$ cat src/rtl/mem_bus_arbiter_if.sv
// Cache/memory bus bundle for mem_bus_arbiter.
// slave = arbiter side, master = caches plus memory model.
interface mem_bus_arbiter_if;
  logic [1:0]  icache_command;
  logic [63:0] icache_addr;
  logic [1:0]  dcache_command;
  logic [63:0] dcache_addr;
  logic [63:0] dcache_data;
  logic [3:0]  mem2proc_response;
  logic [63:0] mem2proc_data;
  logic [3:0]  mem2proc_tag;
  logic [1:0]  proc2mem_command;
  logic [63:0] proc2mem_addr;
  logic [63:0] proc2mem_data;
  logic [3:0]  Icache_response;
  logic [3:0]  Dcache_response;
  logic [3:0]  Icache_tag;
  logic [3:0]  Dcache_tag;
  logic [63:0] Icache_data;
  logic [63:0] Dcache_data;
  logic [4:0]  i_outstanding;
  logic [4:0]  d_outstanding;

  modport slave (
    input  icache_command, icache_addr,
    input  dcache_command, dcache_addr,
    input  dcache_data,
    input  mem2proc_response, mem2proc_data,
    input  mem2proc_tag,
    output proc2mem_command, proc2mem_addr,
    output proc2mem_data,
    output Icache_response, Dcache_response,
    output Icache_tag, Dcache_tag,
    output Icache_data, Dcache_data,
    output i_outstanding, d_outstanding
  );

  modport master (
    output icache_command, icache_addr,
    output dcache_command, dcache_addr,
    output dcache_data,
    output mem2proc_response, mem2proc_data,
    output mem2proc_tag,
    input  proc2mem_command, proc2mem_addr,
    input  proc2mem_data,
    input  Icache_response, Dcache_response,
    input  Icache_tag, Dcache_tag,
    input  Icache_data, Dcache_data,
    input  i_outstanding, d_outstanding
  );
endinterface

$ cat src/rtl/mem_bus_arbiter.sv
// icache/dcache arbiter for the shared memory port with tag routing.
// Define ARB_ROUND_ROBIN_EN for round-robin conflicts (else dcache wins).
module mem_bus_arbiter #(
  parameter int I_MAX_OUTSTANDING = 8,
  parameter int D_MAX_OUTSTANDING = 15
) (
  input logic clock,
  input logic reset,
  mem_bus_arbiter_if.slave bus
);
  localparam logic [1:0] BUS_NONE  = 2'd0;
  localparam logic [1:0] BUS_LOAD  = 2'd1;
  localparam logic [1:0] BUS_STORE = 2'd2;
  localparam logic [4:0] I_MAX = 5'(I_MAX_OUTSTANDING);
  localparam logic [4:0] D_MAX = 5'(D_MAX_OUTSTANDING);

  logic [15:0] tbl_valid;
  logic [15:0] tbl_owner;
  logic [4:0]  i_cnt;
  logic [4:0]  d_cnt;

  logic i_elig, d_elig;
  logic pick_d;
  logic grant_i, grant_d;
  logic accepted;
  logic i_alloc, d_alloc;
  logic ret_hit, ret_d;
  logic i_ret, d_ret;

`ifdef ARB_ROUND_ROBIN_EN
  logic rr_ptr;
  // rr_ptr = 1 means the dcache holds the last accepted grant.
  assign pick_d = !rr_ptr;
`else
  assign pick_d = 1'b1;
`endif

  assign i_elig = (bus.icache_command != BUS_NONE)
                  && (i_cnt < I_MAX);
  assign d_elig = ((bus.dcache_command == BUS_LOAD)
                   && (d_cnt < D_MAX))
                  || (bus.dcache_command == BUS_STORE);

  assign grant_d = d_elig && (!i_elig || pick_d);
  assign grant_i = i_elig && !grant_d;

  assign accepted = |bus.mem2proc_response;
  assign i_alloc  = accepted && grant_i
                    && (bus.icache_command == BUS_LOAD);
  assign d_alloc  = accepted && grant_d
                    && (bus.dcache_command == BUS_LOAD);

  assign ret_hit = |bus.mem2proc_tag
                   && tbl_valid[bus.mem2proc_tag];
  assign ret_d   = tbl_owner[bus.mem2proc_tag];
  assign i_ret   = ret_hit && !ret_d;
  assign d_ret   = ret_hit && ret_d;

  always_comb begin
    bus.proc2mem_command = BUS_NONE;
    bus.proc2mem_addr    = '0;
    bus.proc2mem_data    = '0;
    bus.Icache_response  = '0;
    bus.Dcache_response  = '0;
    bus.Icache_tag       = '0;
    bus.Dcache_tag       = '0;
    bus.Icache_data      = '0;
    bus.Dcache_data      = '0;
    bus.i_outstanding    = '0;
    bus.d_outstanding    = '0;
    if (!reset) begin
      unique case (1'b1)
        grant_d: begin
          bus.proc2mem_command = bus.dcache_command;
          bus.proc2mem_addr    = bus.dcache_addr;
          bus.proc2mem_data    = bus.dcache_data;
          bus.Dcache_response  = bus.mem2proc_response;
        end
        grant_i: begin
          bus.proc2mem_command = bus.icache_command;
          bus.proc2mem_addr    = bus.icache_addr;
          bus.Icache_response  = bus.mem2proc_response;
        end
        default: ;
      endcase
      if (i_ret) bus.Icache_tag = bus.mem2proc_tag;
      if (d_ret) bus.Dcache_tag = bus.mem2proc_tag;
      bus.Icache_data   = bus.mem2proc_data;
      bus.Dcache_data   = bus.mem2proc_data;
      bus.i_outstanding = i_cnt;
      bus.d_outstanding = d_cnt;
    end
  end

  always_ff @(posedge clock) begin
    if (reset) begin
      tbl_valid <= '0;
      tbl_owner <= '0;
      i_cnt     <= '0;
      d_cnt     <= '0;
`ifdef ARB_ROUND_ROBIN_EN
      rr_ptr    <= 1'b0;
`endif
    end else begin
      if (ret_hit)
        tbl_valid[bus.mem2proc_tag] <= 1'b0;
      // Allocation after the clear so a reused tag keeps the new owner.
      if (i_alloc || d_alloc) begin
        tbl_valid[bus.mem2proc_response] <= 1'b1;
        tbl_owner[bus.mem2proc_response] <= d_alloc;
      end
      i_cnt <= i_cnt + 5'(i_alloc) - 5'(i_ret);
      d_cnt <= d_cnt + 5'(d_alloc) - 5'(d_ret);
`ifdef ARB_ROUND_ROBIN_EN
      if (accepted && (grant_i || grant_d))
        rr_ptr <= grant_d;
`endif
    end
  end
endmodule

$ cat src/flat_wrapper.sv
// flat-port wrapper written by rule: the top's interface ports become plain ports
module mem_bus_arbiter_flat 
#(
  parameter int I_MAX_OUTSTANDING = 8,
  parameter int D_MAX_OUTSTANDING = 15
)
  (clock, reset, bus_icache_command, bus_icache_addr, bus_dcache_command, bus_dcache_addr, bus_dcache_data, bus_mem2proc_response, bus_mem2proc_data, bus_mem2proc_tag, bus_proc2mem_command, bus_proc2mem_addr, bus_proc2mem_data, bus_Icache_response, bus_Dcache_response, bus_Icache_tag, bus_Dcache_tag, bus_Icache_data, bus_Dcache_data, bus_i_outstanding, bus_d_outstanding);
  mem_bus_arbiter_if bus_i ();
  input logic clock;
  input logic reset;
  input wire logic [$bits(bus_i.icache_command)-1:0] bus_icache_command;
  input wire logic [$bits(bus_i.icache_addr)-1:0] bus_icache_addr;
  input wire logic [$bits(bus_i.dcache_command)-1:0] bus_dcache_command;
  input wire logic [$bits(bus_i.dcache_addr)-1:0] bus_dcache_addr;
  input wire logic [$bits(bus_i.dcache_data)-1:0] bus_dcache_data;
  input wire logic [$bits(bus_i.mem2proc_response)-1:0] bus_mem2proc_response;
  input wire logic [$bits(bus_i.mem2proc_data)-1:0] bus_mem2proc_data;
  input wire logic [$bits(bus_i.mem2proc_tag)-1:0] bus_mem2proc_tag;
  output wire logic [$bits(bus_i.proc2mem_command)-1:0] bus_proc2mem_command;
  output wire logic [$bits(bus_i.proc2mem_addr)-1:0] bus_proc2mem_addr;
  output wire logic [$bits(bus_i.proc2mem_data)-1:0] bus_proc2mem_data;
  output wire logic [$bits(bus_i.Icache_response)-1:0] bus_Icache_response;
  output wire logic [$bits(bus_i.Dcache_response)-1:0] bus_Dcache_response;
  output wire logic [$bits(bus_i.Icache_tag)-1:0] bus_Icache_tag;
  output wire logic [$bits(bus_i.Dcache_tag)-1:0] bus_Dcache_tag;
  output wire logic [$bits(bus_i.Icache_data)-1:0] bus_Icache_data;
  output wire logic [$bits(bus_i.Dcache_data)-1:0] bus_Dcache_data;
  output wire logic [$bits(bus_i.i_outstanding)-1:0] bus_i_outstanding;
  output wire logic [$bits(bus_i.d_outstanding)-1:0] bus_d_outstanding;
  assign bus_i.icache_command = bus_icache_command;
  assign bus_i.icache_addr = bus_icache_addr;
  assign bus_i.dcache_command = bus_dcache_command;
  assign bus_i.dcache_addr = bus_dcache_addr;
  assign bus_i.dcache_data = bus_dcache_data;
  assign bus_i.mem2proc_response = bus_mem2proc_response;
  assign bus_i.mem2proc_data = bus_mem2proc_data;
  assign bus_i.mem2proc_tag = bus_mem2proc_tag;
  assign bus_proc2mem_command = bus_i.proc2mem_command;
  assign bus_proc2mem_addr = bus_i.proc2mem_addr;
  assign bus_proc2mem_data = bus_i.proc2mem_data;
  assign bus_Icache_response = bus_i.Icache_response;
  assign bus_Dcache_response = bus_i.Dcache_response;
  assign bus_Icache_tag = bus_i.Icache_tag;
  assign bus_Dcache_tag = bus_i.Dcache_tag;
  assign bus_Icache_data = bus_i.Icache_data;
  assign bus_Dcache_data = bus_i.Dcache_data;
  assign bus_i_outstanding = bus_i.i_outstanding;
  assign bus_d_outstanding = bus_i.d_outstanding;
  mem_bus_arbiter #(.I_MAX_OUTSTANDING(I_MAX_OUTSTANDING), .D_MAX_OUTSTANDING(D_MAX_OUTSTANDING)) u_core (.clock(clock), .reset(reset), .bus(bus_i));
endmodule
$ cat config.mk
export PLATFORM = sky130hd
export DESIGN_NAME = mem_bus_arbiter_flat
export DESIGN_NICKNAME = d
export VERILOG_FILES = /design/src/rtl/mem_bus_arbiter_if.sv /design/src/rtl/mem_bus_arbiter.sv /design/src/flat_wrapper.sv
export SDC_FILE = /design/constraint.sdc
export NUM_CORES = 1
export LEC_CHECK = 0
export CAP_MARGIN = 20
export CORE_AREA = 4 4 210 212
export DETAILED_ROUTE_END_ITERATION = 10
export DIE_AREA = 0 0 214 216
export GPL_TIMING_DRIVEN = 0
export SYNTH_ARGS = -nofsm -noshare
export SYNTH_HDL_FRONTEND = slang
export SYNTH_SLANG_ARGS = --single-unit
$ cat constraint.sdc
create_clock -name clock -period 3 [get_ports clock]
set_input_delay 0.6 -clock clock [delete_from_list [all_inputs] [get_ports clock]]
set_output_delay 0.6 -clock clock [all_outputs]
set_load 0.005 [all_outputs]
==> out/qor.csv, run 1 <==
stage;metric;value;unit
clock_tree;cts_tree;done;
route;via_count;6786;
hold_path;min_path_cells;2;
worst_setup_path;startpoint_type;input port;
synthesis;ys_seq_elements;41;
status;violations;setup timing;
synthesis;async_reset_ff_frac;0;
timing;rsz0062_at_grt;yes;
power_and_ir_drop;peakVddDrop;0.2299;mV
die;io_pins;554;
hold_path;hp-class;reg2reg;
route;drc_errors;0;
timing;fmax;330.0;MHz
final_layout;syn_to_final_growth;158.7;%
grt;grt_usage;0.1442;
synthesis;dominantRegCellSynth;dfxtp_1;
route;ant_nets;0;
timing;tns;-0.03014;ns
timing;max_slew_margin;0.5962;
synthesis;syn_area_per_cell;7.578;um2
placed_design;io_buffers;553;
route;routed_via_density;3.878;
worst_setup_path;r2r_slack;0.23;ns
placed_design;dp_hpwl;30.84;mm
clock_tree;cts-root-buf;clkbuf_16;
timing;final.period_utilization;1.010;
die;core;41950;um2
timing;hold_viol_final;0;
worst_setup_path;criticalPathCategory;in2out;
worst_setup_path;path_cells;dlygate4sd2_1 > nand2b_4 > nand2_1 > nor4_4 > buf_6 > buf_12 > buf_4 > buf_4 > buf_4 > a22o_4 > dlygate4sd2_1;
synthesis;synth_cells;605;
worst_setup_path;critPathMaxFanout;5;
clock_tree;cts.sinks;41;
worst_setup_path;reg2regPathDepth;14;
worst_setup_path;worst_ep_arrival_time;2.43;ns
worst_setup_path;cpPeakStageDelay;0.27;ns
die;die_h;216;um
die;die_w;214;um
route;wl;36.12;mm
grt;grt_pass1_wl;50.14;mm
clock_tree;clk_pin_slew;0.06;ns
synthesis;syn_nets;890;
worst_setup_path;crit_top_cell;buf_4;
final_layout;stdcell_area;11860;um2
status;status;finished, violations left;
synthesis;ys_warn_count;0;
run;max-cap-violations;0;
worst_setup_path;cpMaxStageDelayCell;dlygate4sd2_1;
route;drt_pass1_iterations;6;
die;start_util;0.1093;
power_and_ir_drop;power.density;297.0;nW/um2
die;die_area;46220;um2
clock_tree;cts_max_level;2;
timing;maxSlewViolCount;0;
timing;tightest_slew;0.6057;ns
clock_tree;max-clock-path-buffers;2;
final_layout;finalNetCount;1490;
worst_setup_path;cp-end-kind;primary output;
grt;grt_max_degree;15;
synthesis;ys_seq_area_frac;0.1790;
timing;fin_skew;0.006633;ns
synthesis;synthDistinctLibCells;45;
clock_tree;cts_buffers;5;
final_layout;fin_cells;1750;
placed_design;place_area;10800;um2
timing;setup_violations;1;
power_and_ir_drop;p_leak;5.288;nW
worst_setup_path;required;2.40;ns
synthesis;synthesis.area;4584;um2
die;num_rows;75;
clock_tree;postCtsHoldBufs;0;
route;drtIter0Drc;359;
grt;overflow;0;
final_layout;drive_gt1_frac;0.2040;
placed_design;placed_cells;1697;
clock_tree;clk_latency;0.29;ns
placed_design;gp_congestion;0.9040;
timing;setup_slack;-0.03014;ns
grt;grt_pass1_vias;7124;
final_layout;finalCoreUtilization;0.2827;
placed_design;preCtsSetupSlack;-1.341;ns
timing;min_period;3.030;ns
synthesis;synth_edf_count;0;
route;routedWlPerCell;20.64;um
grt;antenna_found_initial;9;
repair_timing:
action / 4_1_cts / 5_1_grt
cloned: 4 / 0
gates resized for setup: 224 / 107
pin swaps: 18 / 23
setup buffers: 19 / 18
endpoints found under the setup margin: 294 / 110
area by class of cell:
class,count,area [um2]
tap,539,674.4
buffer,114,923.4
antenna,5,12.51
timing repair buffer,594,5857
clock buffer,5,125.1
fill,4491,30090
clock inverter,3,68.82
inverter,21,81.33
multi-input combinational,428,3291
sequential,41,827.0
metrics by stage:
stage                     total power, W  hold slack (ns)
after global routing            0.003726           0.4795
after global placement          0.002609           0.4463
after CTS                       0.003476           0.4587
after detailed placement        0.002619           0.4520
final                           0.003522           0.4608
after floorplan                 0.001395           0.4300
synthesized netlist by cell type, types with 2 or more instances:
master,count,area (um2)
a211oi_1,7,52.55
a21o_1,2,15.01
a21oi_1,34,170.2
a221oi_2,2,30.03
a22o_1,67,586.8
a22oi_1,2,15.01
a41oi_1,3,26.28
and2_1,73,456.7
buf_1,2,7.510
buf_2,13,65.06
buf_4,67,503.0
buf_6,2,22.52
clkbuf_1,31,116.4
dfxtp_1,41,820.8
fa_1,2,40.04
ha_1,13,162.7
inv_1,21,78.83
mux2i_1,7,70.07
mux4_1,3,78.83
nand2_1,25,93.84
nand2b_1,5,31.28
nand3_1,7,35.03
nand3b_2,2,22.52
nor2_1,32,120.1
nor2b_1,74,462.9
nor3_1,9,45.04
o21ai_0,21,105.1
o31ai_1,13,97.59
o41ai_1,7,61.31
or3_1,2,12.51
xor2_1,2,17.52
cells by family (layout without fill, tap and decap cells):
| logic type | after synthesis | after routing | synth area share |
|---|---|---|---|
| buf+inv | 136 | 737 | 0.1730 |
| simple gates | 238 | 238 | 0.3016 |
| fa+ha+maj | 15 | 15 | 0.04422 |
| compound gates | 162 | 162 | 0.2609 |
| xor+xnor | 2 | 2 | 0.003822 |
| mux | 11 | 11 | 0.03739 |
| flops | 41 | 41 | 0.1790 |
| other cells | 0 | 5 | 0 |
power by group:
group / switching [W] / internal (W)
combinational: 0.000887 / 0.00130
clock: 0.000236 / 0.000480
sequential: 0.0000285 / 0.000595
total: 0.00115 / 0.00237
metal layers:
metal / global-route usage / vias to the layer above / routed length, um
li1: - / 3261 / -
met1: 0.1924 / 3177 / 16080
met2: 0.2270 / 305 / 16520
met3: 0.05316 / 39 / 3093
met4: 0.02377 / 4 / 397
met5: 0 / - / 27
sequential cells by signal, summed over array words and instances, names as in the netlist:
signal and flops:
u_core.tbl_valid 15, u_core.i_cnt 5, u_core.d_cnt 5, u_core.tbl_owner 16
cell usage in the layout (no fill, tap or decap), types with 10 or more instances in the layout:
| cell | count |
|---|---|
| a22o_1 | 63 |
| nor2b_1 | 63 |
| a21oi_1 | 34 |
| o21ai_0 | 20 |
| clkdlybuf4s50_1 | 436 |
| dfxtp_1 | 38 |
| nand2_1 | 24 |
| inv_1 | 15 |
| nor2_1 | 26 |
| buf_6 | 10 |
| o31ai_1 | 13 |
| clkbuf_2 | 32 |
| buf_4 | 96 |
| dlygate4sd2_1 | 60 |
| and2_1 | 70 |
| dlymetal6s2s_1 | 30 |
critical path, delay by kind of cell:
family	cells	cell delay, ns
AO/OA/AOI/OAI	1	0.26
buffers and inverters	7	1.20
AND/OR/NAND/NOR	3	0.35
worst paths after layout:
kind	to	from
worst max-delay path	bus_proc2mem_addr[3]	bus_dcache_command[0]
worst min register to register	u_core.tbl_owner[12]$_SDFFE_PP0P_	u_core.tbl_owner[12]$_SDFFE_PP0P_
worst min-delay path	u_core.tbl_owner[12]$_SDFFE_PP0P_	u_core.tbl_owner[12]$_SDFFE_PP0P_
worst max register to register	u_core.i_cnt[4]$_SDFF_PP0_	u_core.d_cnt[1]$_SDFF_PP0_
Power figures use the tool's default switching activity.
==> inputs of run 2 (changes only) <==
Settings changed: ABC_AREA set to 1, CORE_AREA 4 4 210 212 to 4 4 214 216, DIE_AREA 0 0 214 216 to 0 0 218 220.
==> run 2 against run 1 <==
Net effect: first-iteration DRC count up 7.8%; critical path type unchanged; hold slack got worse by 0.033 ns; critical endpoint is now bus_proc2mem_addr[32]; the flow now finishes without violations; non-clock buffer count decreased by 24; setup slack improved by 0.072 ns; synthesized area rose by 7.6%; cell area up 0.37%; largest power group unchanged; highest routed layer unchanged; clock-buffer cell count stayed put; clock skew barely moved; wire length is 11% higher.
==> out/qor.csv, run 2 <==
stage;metric;value;unit;change
synthesis;synth_commonest_cells;nand2_1 (254), nor2_1 (183), inv_1 (165);;was nor2b_1 (74), and2_1 (73), a22o_1 (67), buf_4 (67), dfxtp_1 (41)
grt;grt_max_degree;14;;was 15
synthesis;syn_area_per_cell;5.308;um2;was 7.578 um2
route;wl;39.98;mm;was 36.12 mm
worst_setup_path;cpPeakStageDelay;0.52;ns;was 0.27 ns
synthesis;ys_seq_area_frac;0.1705;;was 0.1790
synthesis;syn_nets;1214;;was 890
die;die_area;47960;um2;was 46220 um2
timing;setup_violations;0;;was 1
power_and_ir_drop;power.total;0.003443;W;was 0.003522 W
timing;fmax;338.1;MHz;was 330.0 MHz
worst_setup_path;path_cells;clkdlybuf4s50_1 > nor2_2 > nor3_4 > buf_12 > buf_12 > buf_8 > nand2_1 > a21oi_2 > clkdlybuf4s15_2;;was dlygate4sd2_1 > nand2b_4 > nand2_1 > nor4_4 > buf_6 > buf_12 > buf_4 > buf_4 > buf_4 > a22o_4 > dlygate4sd2_1
grt;grt_pass1_wl;52.74;mm;was 50.14 mm
clock_tree;cts_tree;done;;unchanged
placed_design;io_buffers;551;;was 553
final_layout;stdcell_area;11900;um2;was 11860 um2
die;num_rows;77;;was 75
run;max-cap-violations;0;;unchanged
timing;maxSlewViolCount;0;;unchanged
worst_setup_path;crit_top_cell;buf_12;;was buf_4
die;io_pins;554;;unchanged
die;core;43930;um2;was 41950 um2
route;via_count;7815;;was 6786
hold_path;hp-class;reg2reg;;unchanged
synthesis;synth_area_leaders;nand2_1 (19%), dfxtp_1 (17%), nor2_1 (14%);;was dfxtp_1 (18%), a22o_1 (13%), buf_4 (11%)
route;routedWlPerCell;18.98;um;was 20.64 um
synthesis;ys_warn_count;0;;unchanged
synthesis;yosysTopAreaCell;nand2_1;;was dfxtp_1
worst_setup_path;criticalPathCategory;in2out;;unchanged
power_and_ir_drop;peakVddDrop;0.2728;mV;was 0.2299 mV
timing;final.period_utilization;0.9859;;was 1.010
grt;met2_usage;0.2282;;was 0.2270
clock_tree;cts.sinks;42;;was 41
grt;antenna_found_initial;18;;was 9
final_layout;final_common_cell;clkdlybuf4s50_1;;unchanged
die;die_w;218;um;was 214 um
timing;hold_viol_final;0;;unchanged
synthesis;async_reset_ff_frac;0;;unchanged
final_layout;largest_registers;u_core.tbl_owner (16), u_core.tbl_valid (16);;was u_core.tbl_owner (16), u_core.tbl_valid (15)
die;start_util;0.1122;;was 0.1093
synthesis;yosysMostFrequentCell;nand2_1;;was nor2b_1
placed_design;dp_hpwl;34.28;mm;was 30.84 mm
grt;met3_usage;0.04619;;was 0.05316
final_layout;layout_common_cells;clkdlybuf4s50_1 (462), nand2_1 (249), nor2_1 (166), inv_1 (161), buf_4 (89);;was clkdlybuf4s50_1 (436), buf_4 (96), and2_1 (70), nor2b_1 (63), a22o_1 (63)
clock_tree;clk_pin_slew;0.06;ns;about the same
final_layout;fin_cells;2106;;was 1750
timing;setup_slack;0.04231;ns;was -0.03014 ns
timing;fin_skew;0.007006;ns;was 0.006633 ns
route;routed_via_density;3.711;;was 3.878
timing;min_period;2.958;ns;was 3.030 ns
grt;grt_usage;0.1487;;was 0.1442
grt;grt_use_met1;0.2073;;was 0.1924
worst_setup_path;cpMaxStageDelayCell;clkdlybuf4s50_1;;was dlygate4sd2_1
synthesis;dominantRegCellSynth;dfxtp_1;;unchanged
worst_setup_path;required;2.40;ns;about the same
power_and_ir_drop;power.density;289.2;nW/um2;was 297.0 nW/um2
route;drtIter0Drc;387;;was 359
clock_tree;cts-root-buf;clkbuf_16;;unchanged
power_and_ir_drop;p_leak;5.537;nW;was 5.288 nW
placed_design;gp_congestion;0.8192;;was 0.9040
clock_tree;cts_max_level;2;;unchanged
final_layout;finalNetCount;1794;;was 1490
worst_setup_path;worst_ep_arrival_time;2.36;ns;was 2.43 ns
clock_tree;clk_latency;0.29;ns;about the same
final_layout;drive_gt1_frac;0.1576;;was 0.2040
synthesis;synth.top_cell.area_share;0.1934;;was 0.1790
worst_setup_path;startpoint_type;input port;;unchanged
timing;max_slew_margin;0.4184;;was 0.5962
grt;gr-max-usage-layer;met2;;unchanged
synthesis;synthDistinctLibCells;28;;was 45
clock_tree;cts_buffers;5;;unchanged
die;die_h;220;um;was 216 um
status;status;complete, no violations;;was finished, violations left
synthesis;synth_cells;929;;was 605
worst_setup_path;critPathMaxFanout;10;;was 5
final_layout;syn_to_final_growth;141.4;%;was 158.7%
placed_design;preCtsSetupSlack;-1.454;ns;was -1.341 ns
timing;tightest_slew;0.8724;ns;was 0.6057 ns
route;drc_errors;0;;unchanged
clock_tree;max-clock-path-buffers;2;;unchanged
synthesis;synth_edf_count;0;;unchanged
route;ant_nets;0;;unchanged
route;drt_pass1_iterations;5;;was 6
placed_design;place_area;11190;um2;was 10800 um2
timing;rsz0062_at_grt;yes;;unchanged
timing;whs;0.4276;ns;was 0.4608 ns
worst_setup_path;cp-end-kind;primary output;;unchanged
synthesis;synthesis.area;4931;um2;was 4584 um2
grt;grt_pass1_vias;7597;;was 7124
synthesis;ys_seq_elements;42;;was 41
placed_design;placed_cells;2072;;was 1697
grt;overflow;0;;unchanged
==> run 2: cell type report <==
cell class              count  area [um2]
repair buffers            574        5674
plain buffers             110       849.6
flip-flops and latches     42       845.8
inverters                 169       634.4
clock inverters             3       40.04
clock buffers               5       125.1
well taps                 592       740.7
diodes                      4       10.01
multi-input cells         607        2984
fillers                  4868       32030
==> run 2: through the flow <==
step	util	setup TNS (ns)
floorplan	-	0
global placement	0.2546	-244.96
detailed placement	0.2546	-235.90
CTS	0.2659	0
global route	0.2707	-0.1602
finish	0.2710	0
==> run 2: cells by family (layout without fill, tap and decap cells) <==
logic type | count (synthesis) | after routing | synth area share
AOI/OAI and AO/OA | 117 | 117 | 0.1302
adders and majority gates | 15 | 15 | 0.04111
buffers and inverters | 280 | 861 | 0.2748
DFF | 42 | 42 | 0.1705
other | 0 | 4 | 0
and+or+nand+nor | 475 | 475 | 0.3834
==> run 2: final timing paths <==
path                                        from                        endpoint  slack [ns]  cells after the start
setup / recovery           bus_icache_command[0]           bus_proc2mem_addr[32]        0.04                      9
hold / removal    u_core.tbl_valid[0]$_SDFF_PP0_  u_core.tbl_valid[0]$_SDFF_PP0_        0.43                      2
setup reg to reg      u_core.d_cnt[1]$_SDFF_PP0_      u_core.d_cnt[2]$_SDFF_PP0_        0.24                     13
hold reg to reg   u_core.tbl_valid[0]$_SDFF_PP0_  u_core.tbl_valid[0]$_SDFF_PP0_        0.43                      2
==> run 2: power by group <==
part           internal (W)  switching, W  leakage (nW)
combinational       0.00118       0.00103          5.11
clock              0.000390      0.000231        0.0836
sequential         0.000593     0.0000175         0.341
total               0.00217       0.00128          5.54
==> run 2: worst max-delay path, delay by kind of cell <==
family	cells	cell delay (ns)
compound gates	1	0.22
buf+inv	5	1.19
simple gates	3	0.33
==> run 2: metal layers <==
metal / wire length, um / vias up
li1: - / 3858
met1: 18450 / 3553
met2: 17520 / 356
met3: 3241 / 40
met4: 724 / 8
met5: 50 / -
==> run 2: repair_timing <==
item | in CTS | in global routing
cloned | 2 | 2
pin swaps | 9 | 16
buffers inserted | 5 | 14
setup endpoints to repair | 292 | 106
hold buffers | 0 | 0
resized for setup | 209 | 66
